File: config.mk
export PLATFORM = sky130hd
export DESIGN_NAME = word_byte_sequencer
export DESIGN_NICKNAME = d
export VERILOG_FILES = /design/src/rtl/word_byte_sequencer_pkg.sv /design/src/rtl/word_byte_sequencer_splitter.sv /design/src/rtl/word_byte_sequencer.sv
export SDC_FILE = /design/constraint.sdc
export NUM_CORES = 1
export LEC_CHECK = 0
export ABC_AREA = 1
export CAP_MARGIN = 0
export CORE_MARGIN = 1
export CORE_UTILIZATION = 55
export DETAILED_ROUTE_END_ITERATION = 10
export GPL_ROUTABILITY_DRIVEN = 0
export GPL_TIMING_DRIVEN = 1
export PLACE_DENSITY = 0.86
export SLEW_MARGIN = 20
export SYNTH_ARGS = -nofsm -noshare
export SYNTH_HDL_FRONTEND = slang
export SYNTH_HIERARCHICAL = 1
export SYNTH_SLANG_ARGS = --single-unit
File: constraint.sdc
create_clock -name clk -period 4.8 [get_ports clk]
set_input_delay 0.96 -clock clk [delete_from_list [all_inputs] [get_ports clk]]
set_output_delay 0.96 -clock clk [all_outputs]
set_load 0.02 [all_outputs]
File: src/rtl/word_byte_sequencer_pkg.sv
// Shared definitions for the word-to-byte sequencer: FSM state encoding,
// the maximum byte length of a word and the length normalization helper.
package word_byte_sequencer_pkg;

   // Sequencer states: waiting for a word, or streaming its bytes out.
   typedef enum logic {
      ST_IDLE = 1'b0,
      ST_SEND = 1'b1
   } seq_state_t;

   // A word carries at most four bytes.
   localparam logic [2:0] MAX_LEN = 3'd4;

   // Number of byte lanes produced by the splitter.
   localparam int unsigned NUM_LANES = 4;

   // Lengths outside 1..4 (0 and 5..7) mean "send the whole word".
   function automatic logic [2:0] normalize_len(input logic [2:0] raw_len);
      logic [2:0] result;
      if ((raw_len == 3'd0) || (raw_len > MAX_LEN)) begin
         result = MAX_LEN;
      end else begin
         result = raw_len;
      end
      return result;
   endfunction

endpackage

File: src/rtl/word_byte_sequencer_splitter.sv
// Byte datapath for the sequencer: splits a 32-bit word into its four byte
// lanes. Lane 0 is the most significant byte, lane 3 the least significant.
module splitter (
   input  logic [31:0] word,
   output logic [7:0]  lane0,
   output logic [7:0]  lane1,
   output logic [7:0]  lane2,
   output logic [7:0]  lane3
);

   // Pure wiring: each lane is one byte of the registered word.
   assign lane0 = word[31:24];
   assign lane1 = word[23:16];
   assign lane2 = word[15:8];
   assign lane3 = word[7:0];

endmodule

File: src/rtl/word_byte_sequencer.sv
// Serializes 32-bit words into a valid/ready byte stream. One word is held at
// a time; its bytes leave in MSB-first or LSB-first order and the final byte
// of each word is flagged. A new word can be taken on the same edge as the
// last byte of the previous one, so back-to-back words stream without a gap.
module word_byte_sequencer #(
   parameter bit MSB_FIRST = 1'b1
) (
   input  logic        clk,
   input  logic        reset_n,
   input  logic        in_valid,
   output logic        in_ready,
   input  logic [31:0] in_data,
   input  logic [2:0]  in_len,
   output logic        out_valid,
   input  logic        out_ready,
   output logic [7:0]  out_data,
   output logic        out_last,
   output logic        busy,
   output logic [15:0] byte_count
);

   import word_byte_sequencer_pkg::*;

   seq_state_t  state;
   logic [31:0] word_q;
   logic [2:0]  len_q;
   logic [1:0]  idx_q;
   logic [15:0] byte_count_q;

   logic [7:0]  lane0;
   logic [7:0]  lane1;
   logic [7:0]  lane2;
   logic [7:0]  lane3;
   logic [1:0]  lane_sel;
   logic [7:0]  sel_byte;
   logic        sending;
   logic        is_last;
   logic        word_hs;
   logic        byte_hs;

   // The splitter only ever sees the registered word, so output data never
   // depends combinationally on in_data.
   splitter u_splitter (
      .word  (word_q),
      .lane0 (lane0),
      .lane1 (lane1),
      .lane2 (lane2),
      .lane3 (lane3)
   );

   assign sending = (state == ST_SEND);

   // LSB-first order walks the lanes backwards starting at the low byte.
   assign lane_sel = MSB_FIRST ? idx_q : (2'd3 - idx_q);

   // Pick the byte lane addressed by the current position in the word.
   always_comb begin
      sel_byte = 8'h00;
      case (lane_sel)
         2'd0:    sel_byte = lane0;
         2'd1:    sel_byte = lane1;
         2'd2:    sel_byte = lane2;
         default: sel_byte = lane3;
      endcase
   end

   // len_q is always 1..4 while sending, so len_q-1 never underflows here.
   assign is_last = sending && ({1'b0, idx_q} == (len_q - 3'd1));

   // The upstream port opens while idle, or on the final byte of a word that
   // the consumer is taking right now; held closed throughout reset.
   assign in_ready = reset_n && ((state == ST_IDLE) || (out_ready && is_last));

   assign word_hs = in_valid && in_ready;
   assign byte_hs = sending && out_ready;

   assign out_valid  = sending;
   assign busy       = sending;
   assign out_data   = sending ? sel_byte : 8'h00;
   assign out_last   = is_last;
   assign byte_count = byte_count_q;

   // Sequencer FSM: loads words, advances the byte index on each handshake and
   // keeps the running count of bytes delivered.
   always_ff @(posedge clk or negedge reset_n) begin
      if (!reset_n) begin
         state        <= ST_IDLE;
         word_q       <= 32'h0000_0000;
         len_q        <= 3'd0;
         idx_q        <= 2'd0;
         byte_count_q <= 16'h0000;
      end else begin
         if (word_hs) begin
            word_q <= in_data;
            len_q  <= normalize_len(in_len);
            idx_q  <= 2'd0;
            state  <= ST_SEND;
         end else if (byte_hs && is_last) begin
            state <= ST_IDLE;
         end else if (byte_hs) begin
            idx_q <= idx_q + 2'd1;
         end
         if (byte_hs) begin
            byte_count_q <= byte_count_q + 16'd1;
         end
      end
   end

endmodule

# ---- Yosys cells after proc, flatten, opt, wreduce, memory -nomap -nowiden
# Cells that the tools add are included.
# Widths: inputs -> output; s select.
dict set report word_totals {
  register_bits 54
  latchBits 0
  ram_bits 0
  romBits 0
  in_bits 39
  output_inout_bits 28
  elab_cells 35
  n_memories 0
}
dict set report classes {
  add_sub_neg 3
  multipliers 0
  div_mod_pow 0
  n_lt_le_gt_ge 1
  eq_ne 4
  n_shift 0
  muxes 8
  bitwise 1
  n_reduce_logical 13
}
# cell count
set ops {}
lappend ops {{$pmux 8 s3} 1}
lappend ops {{$add 16x1->16 const B} 1}
lappend ops {{$mux 8} 1}
lappend ops {{$logic_and 1x1->1} 6}
lappend ops {{$mux 2} 3}
lappend ops {{$reduce_bool 2->1} 2}
lappend ops {{$eq 2x3->1} 1}
lappend ops {{$gt 3x3->1 const B} 1}
lappend ops {{$logic_not 3->1} 1}
lappend ops {{$mux 3} 1}
lappend ops {{$sub 3x1->3 const B} 1}
lappend ops {{$add 2x1->2 const B} 1}
lappend ops {{$eq 2x1->1 const B} 1}
lappend ops {{$eq 2x2->1 const B} 1}
lappend ops {{$logic_not 2->1} 1}
lappend ops {{$logic_or 1x1->1} 2}
lappend ops {{$mux 1} 2}
lappend ops {{$ne 2x2->1 const B} 1}
lappend ops {{$reduce_and 2->1} 1}
lappend ops {{$not 1->1} 1}

# ---- Logic depth before layout (Yosys ltp)
dict set report logic_depth {
  ltp_word 9
  ltp_mapped 12
  mapped_depth_nobuf 12
}

# ---- Hierarchy
# The synthesis kept the hierarchy.
# mod n_inst cells_per_inst area_each_um2 seq_area_each_um2
set by_module_without_submodules {}
lappend by_module_without_submodules {word_byte_sequencer 1 334 2778.9 1351.3}
lappend by_module_without_submodules {splitter 1 32 240.2 0.0}

# ---- Worst setup path after synthesis
# No wires, ideal clock.
dict set report synth_path {
  path_type {input-to-output}
  start {input reset_n}
  end {output in_ready}
  t_arrival_ns 1.777
  required_ns 3.840
  slack_ns 2.063
  cell_stages 2
  path_buffers 1
  cell_sequence {clkbuf_1 -> a21boi_0}
}
dict set report synth_via {
  elab_chain_cells 1
}
# item line_no
set synth_lines {}
lappend synth_lines {{from (decl)} word_byte_sequencer.sv:9} ;# input logic reset_n,
lappend synth_lines {{$logic_and 1x1->1} word_byte_sequencer.sv:72} ;# assign in_ready = reset_n && ((state == ST_IDLE) || (out_ready && is_last));
lappend synth_lines {{to (decl)} word_byte_sequencer.sv:11} ;# output logic in_ready,
# No other way between the ends.

# ---- Worst setup path after layout
dict set report layout_path {
  start {input out_ready}
  end {output in_ready}
}
dict set report layout_via {
  elab_chain_cells 3
}
# item line_no
set layout_lines {}
lappend layout_lines {{from (decl)} word_byte_sequencer.sv:15} ;# input logic out_ready,
lappend layout_lines {{$logic_and 1x1->1} word_byte_sequencer.sv:72}
lappend layout_lines {{$logic_or 1x1->1} word_byte_sequencer.sv:72}
lappend layout_lines {{$logic_and 1x1->1} word_byte_sequencer.sv:72}
# No other way between the ends.

==> impl_summary.log <==
[metrics] wire length per cell: 13.5 um
[metrics] fill count: 409
[metrics] synth unique cells: 29
[metrics] area enclosed by the die boundary: 5790 um^2
[metrics] count of buffers from port buffering: 66
[metrics] prevailing post-synth register cell: sky130_fd_sc_hd__dfrtp_1
[metrics] fraction of power spent switching nets: 0.416
[metrics] async set-reset flop share out of synthesis: 1.00
[metrics] main area contributors after synthesis: sky130_fd_sc_hd__dfrtp_1, sky130_fd_sc_hd__nand2_1, sky130_fd_sc_hd__buf_4, sky130_fd_sc_hd__nand4_1, sky130_fd_sc_hd__inv_1
[metrics] Syn Nets: 412
[metrics] net switching power of the design: 821 uW
[metrics] total DRC errors in the routed layout: 0
[metrics] core region area: 5200 um^2
[metrics] Critical Path Source Type: primary input
[metrics] share of the clock period used by the worst path: 0.729
[metrics] highest metal used: met4
[metrics] maximum number of pins on one net before global-route repair: 49
[metrics] starting utilization of the core area: 0.580
[metrics] wire length on met1: 2730 um
[metrics] drt pass-1 iters: 4
[metrics] final number of hold-violating endpoints: 0
[metrics] Clock Sinks: 54
[metrics] master of the slowest instance on the critical path: sky130_fd_sc_hd__clkdlybuf4s50_1
[metrics] maximum buffer depth of the clock tree: 2
[metrics] vertical die dimension: 76.1 um
[metrics] sequential cell area fraction in the yosys report: 0.448
[metrics] # hold bufs at CTS: 0
[metrics] number of DRC violations after detailed-routing iteration 0: 217
[metrics] logic gate share of total power: 0.454
[metrics] Vias/cell: 5.29
[metrics] static leakage: 1.72 nW
[metrics] met2 wire len: 3060 um
[metrics] Sequential Area: 1350 um^2
[metrics] worst path buffer plus inverter count: 2
[metrics] CTS tree: built
[metrics] Worst Path Arrival: 2540 ps
[metrics] transition at the pin with the smallest max-transition slack: 738 ps
[metrics] Syn Area/Cell: 8.25 um^2
[metrics] Total Routed Length: 6200 um
[metrics] highest net fanout along the worst path: 2
[metrics] status: completed
[metrics] antenna violations before repair: 0
[metrics] ratio of total power to cell area: 557 nW/um^2
[metrics] post-synthesis cell area: 3020 um^2
[metrics] share of Yosys cell area claimed by the top area cell type: 0.448
[metrics] Setup Total Neg Slack: 0 ps
[metrics] Mapped Cells: 366
[metrics] area used by multi-input combinational logic: 1220 um^2
[metrics] width of the chip: 76.1 um
[metrics] worst max-slew margin expressed relative to the limit: 0.507
[metrics] maximum clock frequency: 286 MHz
[metrics] VDD IR-drop max: 0.274 mV
[metrics] RSZ-0062 raised after global routing: no
[metrics] Max stage delay on crit path: 640 ps
[metrics] maxcap violations: 0
[metrics] total routing usage reported by global routing: 0.226
[metrics] Clock Tree Root: sky130_fd_sc_hd__clkbuf_8
[metrics] Internal Power: 1.15 mW
[metrics] final net count: 434
[metrics] met3 routed wirelength: 354 um
[metrics] HPWL reported at the end of detailed placement: 4430 um
[metrics] # IOs: 67
[metrics] total number of placement rows: 26
[metrics] Seq pwr share: 0.393
[metrics] clock network fraction of total power: 0.153
[metrics] Final Skew: 10.6 ps
[metrics] Clock transition at path regs: 90 ps
[metrics] cell breakdown of the critical path: clkdlybuf4s50_1 -> nand4_2 -> a21boi_0 -> clkdlybuf4s50_1
[metrics] Clock Latency Late Sink: 310 ps
[metrics] number of buffers inserted by post-CTS setup repair: 0
[metrics] type of destination of the critical path: output pin
[metrics] fraction of layout cells with a size suffix above 1: 0.0514
[metrics] biggest area consumer among synthesized cells: sky130_fd_sc_hd__dfrtp_1
[metrics] worst setup slack after placement: 1300 ps
[metrics] via count of the routed design: 2426
[metrics] total CTS buffers: 5
[metrics] worst min path class: reg -> reg
[metrics] ANT cells: 0
[metrics] gr ovfl total: 0
[metrics] cts repair resizes: 0
[metrics] CP Data Required Time: 3840 ps
[metrics] worst setup path category: in -> out
[metrics] global-route wire length before repair: 10600 um
[metrics] Final Max Slew Viols: 0
[metrics] number of failing setup endpoints in the final timing report: 0
[metrics] most repeated library cell on the critical path: sky130_fd_sc_hd__clkdlybuf4s50_1
[metrics] Layout area overhead: 17.2%
[metrics] warning count from the yosys run: 6
[metrics] htree depth: 2
[metrics] post-layout min period: 3500 ps
[metrics] gate family responsible for the most delay along the worst path: buffers and inverters
[metrics] setup slack after layout: 1300 ps
[metrics] vias in the first global route: 2344
[metrics] number of nets with antenna violations after routing: 0
[metrics] post-synthesis sequential element count: 54
[metrics] EDFF count, synth: 0
placed cells by master, fill, tap and decap left out, drive strengths merged:
cell type	instances
inv	26
nand4	40
clkbuf	6
xnor2	5
ha	7
a21oi	9
clkinvlp	1
a31oi	8
o21ai	8
nand3b	1
and2	1
nand2	126
dfrtp	54
nor3	4
o21bai	1
nand3	8
a21boi	1
xor2	6
buf	3
clkdlybuf4s50	65
bufinv	1
nor2	8
worst paths after layout:
check | from | end | slack (ps) | cells after the start
worst min register to register | word_q[3] | word_q[3] | 490 | 2
min in group asynchronous | reset_n | word_q[29] | 610 | 1
worst min-delay path | word_q[3] | word_q[3] | 490 | 2
worst max register to register | len_q[0] | word_q[9] | 2200 | 8
worst max-delay path | out_ready | in_ready | 1300 | 4
max in group asynchronous | reset_n | word_q[16] | 3290 | 2
state kept, by name, indices dropped and copies added (netlist names):
name / count
word_q: 32
byte_count: 16
len_q: 3
busy: 1
idx_q: 2
cell type report:
class,count,share of cell area
Multi-Input combinational cell,233,0.345
Sequential cell,54,0.382
Clock buffer,6,0.0205
Clock inverter,2,0.0106
Tap cell,70,0.0247
Timing Repair Buffer,68,0.190
Inverter,26,0.0276
routing by layer:
layer,global-route usage,vias to the layer above
met2,0.371,79
met3,0.0491,6
li1,-,1205
met4,0.0558,0
met1,0.306,1136
met5,0,-
logic make-up after synthesis:
| family | Yosys count | share of synthesized area |
|---|---|---|
| buffers and inverters | 79 | 0.148 |
| and+or+nand+nor | 188 | 0.293 |
| DFF | 54 | 0.448 |
| adders and majority gates | 7 | 0.0290 |
| xor gates and xnor gates | 11 | 0.0319 |
| AOI/OAI and AO/OA | 27 | 0.0497 |
synth_stat cells (all sizes together), types with 4 or more instances:
cell type,n
a21oi,9
a31oi,8
buf,44
clkbuf,9
dfrtp,54
ha,7
inv,26
nand2,126
nand3,8
nand4,40
nor2,8
nor3,4
o21ai,8
xnor2,5
xor2,6
power groups by stage:
stage	registers, mW	logic [mW]	clock network [mW]
after detailed placement	0.774	0.893	0
after floorplan	0.765	0.729	0
final	0.776	0.896	0.301
after global placement	0.770	0.861	0
after CTS	0.771	0.898	0.304
after global routing	0.794	0.982	0.322
worst min-delay path, stage by stage (launching register included):
cell	delay, ps
sky130_fd_sc_hd__dfrtp_1	360
sky130_fd_sc_hd__nand2_1	50
sky130_fd_sc_hd__nand2_1	50
per-stage QoR:
stage	total power, mW	hold slack [ps]	instance area (um^2)	util	std cells
6_report	1.97	485	3540	0.680	459
3_5_place_dp	1.67	460	3430	0.659	451
5_1_grt	2.10	499	3540	0.680	459
4_1_cts	1.97	485	3540	0.680	459
2_1_floorplan	1.49	442	3020	-	366
3_3_place_gp	1.63	453	3430	0.659	451
No activity file was read; power rests on OpenSTA's default activity.
==> RTL edit 1 (same flow settings) <==
Set the parameter `MSB_FIRST` to 1'b0 (it was 1'b1).
--- a/src/rtl/word_byte_sequencer.sv
+++ b/src/rtl/word_byte_sequencer.sv
@@ -5,3 +5,3 @@
 module word_byte_sequencer #(
-   parameter bit MSB_FIRST = 1'b1
+   parameter bit MSB_FIRST = 1'b0
 ) (
Formal check against the unedited RTL: not equivalent (a bounded check fails within 4 cycles, from zero or initial values and one cycle with reset_n low).
==> RTL edit 1 against the original RTL <==
First-iteration DRC count down 36%; sequential power shrank 2%; clock skew fell by 0.0061 ns; routed wire length increased by 3.8%; final cell count grew 0.22%; global-route usage is 1.0 points higher; power rose by 0.74%; die area grew 0.24%; design area increased by 0.39%; sequential cell count is the same; worst setup slack better by 0.040 ns; area after synthesis is 0.25% higher; register-to-register slack about the same; largest cell class unchanged; highest routed layer unchanged.
==> RTL edit 1: results <==
export IMPL_nNetsFinal=435
export IMPL_fillers=432
export IMPL_place_ws_ns=1.34
export IMPL_routed_wl_met2_mm=3.14
export IMPL_skew_ns=0.00449
export IMPL_drt_iter0_markers=139
export IMPL_hold_path_class="flop to flop"
export IMPL_wl_per_cell_um=14.0
export IMPL_use_met1_pct=30.9
export IMPL_synth_compound_area_share_pct=4.96
export IMPL_total_power_mw=1.99
export IMPL_dpl_instance_area_um2=3440
export IMPL_grt_max_degree=48
export IMPL_grt_pass1_wl_mm=11.0
export IMPL_outcome="completed"
export IMPL_setup_violations_final=0
export IMPL_grt_util_met2_pct=39.5
export IMPL_hold_start="word_q[26]"
export IMPL_grt_pass1_vias=2431
export IMPL_synth_common_cells="123 x nand2_1, 54 x dfrtp_1, 39 x nand4_1"
export IMPL_period_minus_slack_ns=3.46
export IMPL_ys_top_cells_by_area="dfrtp_1 45%, nand2_1 15%, buf_4 8.2%"
export IMPL_ff2ff_path_depth=10
export IMPL_p_switching_uw=834
export IMPL_drt_met1_wl_mm=2.81
export IMPL_ir_worst_vdd_v=0.000258
export IMPL_synth_xor_area_share_pct=3.18
export IMPL_viasPerCell=5.38
export IMPL_cts_made_buffers=5
export IMPL_hold_ws_ns=0.484
export IMPL_drtPass1Iterations=5
export IMPL_holdPathEnd="word_q[26]"
export IMPL_worstReg2RegEnd="word_q[6]"
export IMPL_hpwl_mm=4.70
export IMPL_yosysSeqAreaShare_pct=44.6
export IMPL_drive_gt1_share_pct=6.41
export IMPL_placedCellCount=452
export IMPL_timing_rr_start="len_q[0]"
export IMPL_leakagePower_nw=1.75
export IMPL_grt_use_met3_pct=3.59
export IMPL_pwr_share_comb_pct=46.6
export IMPL_wl_met3_um=336
export IMPL_worst_pin_slew_ns=0.747
export IMPL_track_usage_pct=23.6
export IMPL_postSynthAreaPerCell_um2=8.27
-- RTL edit 1: cell count changes after synthesis --
| cell | delta |
|---|---|
| inv_1 | -2 |
| nand2_2 | -1 |
| nor2_1 | -1 |
| nor2_2 | +1 |
| inv_2 | +2 |
| nand2_4 | +1 |
-- RTL edit 1: layout make-up --
type / instances / area (um^2) / share of cell area, %
tap: 70 / 87.6 / 2.46
timing repair buffer: 69 / 681 / 19.2
clock buffer: 5 / 68.8 / 1.94
sequential: 54 / 1350 / 38.0
inverter: 26 / 97.6 / 2.75
multi-input combinational: 233 / 1230 / 34.5
clock inverter: 3 / 40.0 / 1.13
-- RTL edit 1: critical path: stages --
cell and delay (ns):
clkdlybuf4s50_1 0.54, nand4_2 0.16, a21boi_0 0.20, clkdlybuf4s50_1 0.64
==> RTL edit 2 (same settings) <==
Made on the original files. Reset style: synchronous (`reset_n`), changed in one clocked block.
--- a/src/rtl/word_byte_sequencer.sv
+++ b/src/rtl/word_byte_sequencer.sv
@@ -84,3 +84,3 @@
    // keeps the running count of bytes delivered.
-   always_ff @(posedge clk or negedge reset_n) begin
+   always_ff @(posedge clk) begin
       if (!reset_n) begin
Behaviour: differs if reset_n is asserted again (counterexample within 4 cycles, from zero or initial values and one cycle with reset_n low); with reset_n held inactive, the same outputs for 10 cycles.
==> RTL edit 2 against the original RTL <==
Area after synthesis shrank 5.9%; core utilization grew 1.6 points; final cell count grew 3.7%; sequential share of layout area shrank 6.1 points; maximum frequency grew 2.2%; design area shrank 4.7%; routed wire length grew 0.32%; worst setup slack gained 0.076 ns; sequential cell count is the same; critical endpoint unchanged.
Power is not compared: it rests on default switching activity, and its combinational part moved more than twofold at a synthesized area within 25%.
==> RTL edit 2: results <==
export IMPL_wl_per_cell_um=13.1
export IMPL_regMostFlops="word_q"
export IMPL_cts_resized=0
export IMPL_synth_flop_cell="dfxtp_1"
export IMPL_hpwl_mm=4.38
export IMPL_fillers=396
export IMPL_grt_max_degree=46
export IMPL_clockBufferDepth=2
export IMPL_skew_ns=0.00840
export IMPL_synth_cell_type_count=30
export IMPL_critPathSlowestCell="clkdlybuf4s50_1"
export IMPL_track_usage_pct=23.5
export IMPL_outcome="completed"
export IMPL_largest_reg_flops=32
export IMPL_drt_iter0_markers=157
export IMPL_timing_rr_start="len_q[0]"
export IMPL_crit_arrival_ns=2.47
export IMPL_nNetsFinal=454
export IMPL_cp_startpoint="reset_n"
export IMPL_ys_top_cells_by_area="dfxtp_1 38%, nand3_1 13%, nand2_1 11%"
export IMPL_grt_pass1_wl_mm=9.81
export IMPL_synth_common_cells="86 x nand2_1, 74 x nand3_1, 54 x dfxtp_1"
export IMPL_async_reset_ff_share_pct=0
export IMPL_worst_pin_slew_ns=0.559
export IMPL_hold_start="word_q[6]"
export IMPL_cp_top_family="buffers and inverters"
export IMPL_vias=2450
export IMPL_synthesis_nets=432
export IMPL_drive_gt1_share_pct=7.58
export IMPL_critical_path_max_stage_delay_ns=0.62
export IMPL_yosysSeqAreaShare_pct=38.0
export IMPL_grt_pass1_vias=2234
[RTL edit 2: layer usage]
layer | track usage (%) | part of all wire [%] | vias to the layer above | wire length [um]
met5 | 0 | 0 | - | 0
met4 | 8.12 | 1.6 | 0 | 99
met2 | 38.3 | 48 | 99 | 2990
met1 | 30.6 | 43 | 1066 | 2690
met3 | 5.35 | 7.2 | 12 | 450
li1 | - | - | 1273 | -
[RTL edit 2: worst min-delay path: stages (launching register included)]
cell     delay, ns
dfxtp_1       0.32
nand3_1       0.07
nand2_1       0.04
[RTL edit 2: cell type report]
type | instances | area share [%]
Inverter | 24 | 2.67
Multi-Input combinational cell | 254 | 38.3
Sequential cell | 54 | 32.0
Clock inverter | 2 | 1.78
Tap cell | 67 | 2.49
Timing Repair Buffer | 69 | 20.3
Clock buffer | 6 | 2.45
[RTL edit 2: power groups by stage]
| stage | Combinational (mW) | Clock [mW] | Sequential, mW |
|---|---|---|---|
| final | 0.124 | 0.369 | 0.489 |
| after global routing | 0.136 | 0.389 | 0.492 |
| after CTS | 0.123 | 0.374 | 0.489 |
| after detailed placement | 0.123 | 0 | 0.499 |
| after global placement | 0.119 | 0 | 0.498 |
| after floorplan | 0.102 | 0 | 0.494 |
[RTL edit 2: cell families after synthesis]
family	after synthesis	synth area share, %
xor+xnor	2	0.617
compound gates	42	8.41
simple gates	203	33.4
fa+ha+maj	7	3.08
flops	54	38.0
buf+inv	78	16.5
[RTL edit 2: final timing paths]
kind | endpoint | slack [ns] | depth (start not counted)
worst max-delay path | in_ready | 1.37 | 4
worst max register to register | word_q[31] | 2.71 | 10
worst min-delay path | word_q[6] | 0.47 | 2
worst min register to register | word_q[6] | 0.47 | 2
[RTL edit 2: per-stage QoR]
stage               power, mW  hold slack (ns)  cells  cell area (um^2)  setup slack [ns]
finish                  0.982            0.470    476              3370              1.37
global route             1.02            0.484    476              3370              1.31
CTS                     0.986            0.471    476              3370              1.38
detailed placement      0.622            0.458    468              3230              1.38
global placement        0.617            0.452    468              3230              1.38
floorplan               0.596            0.443    386              2840              2.23
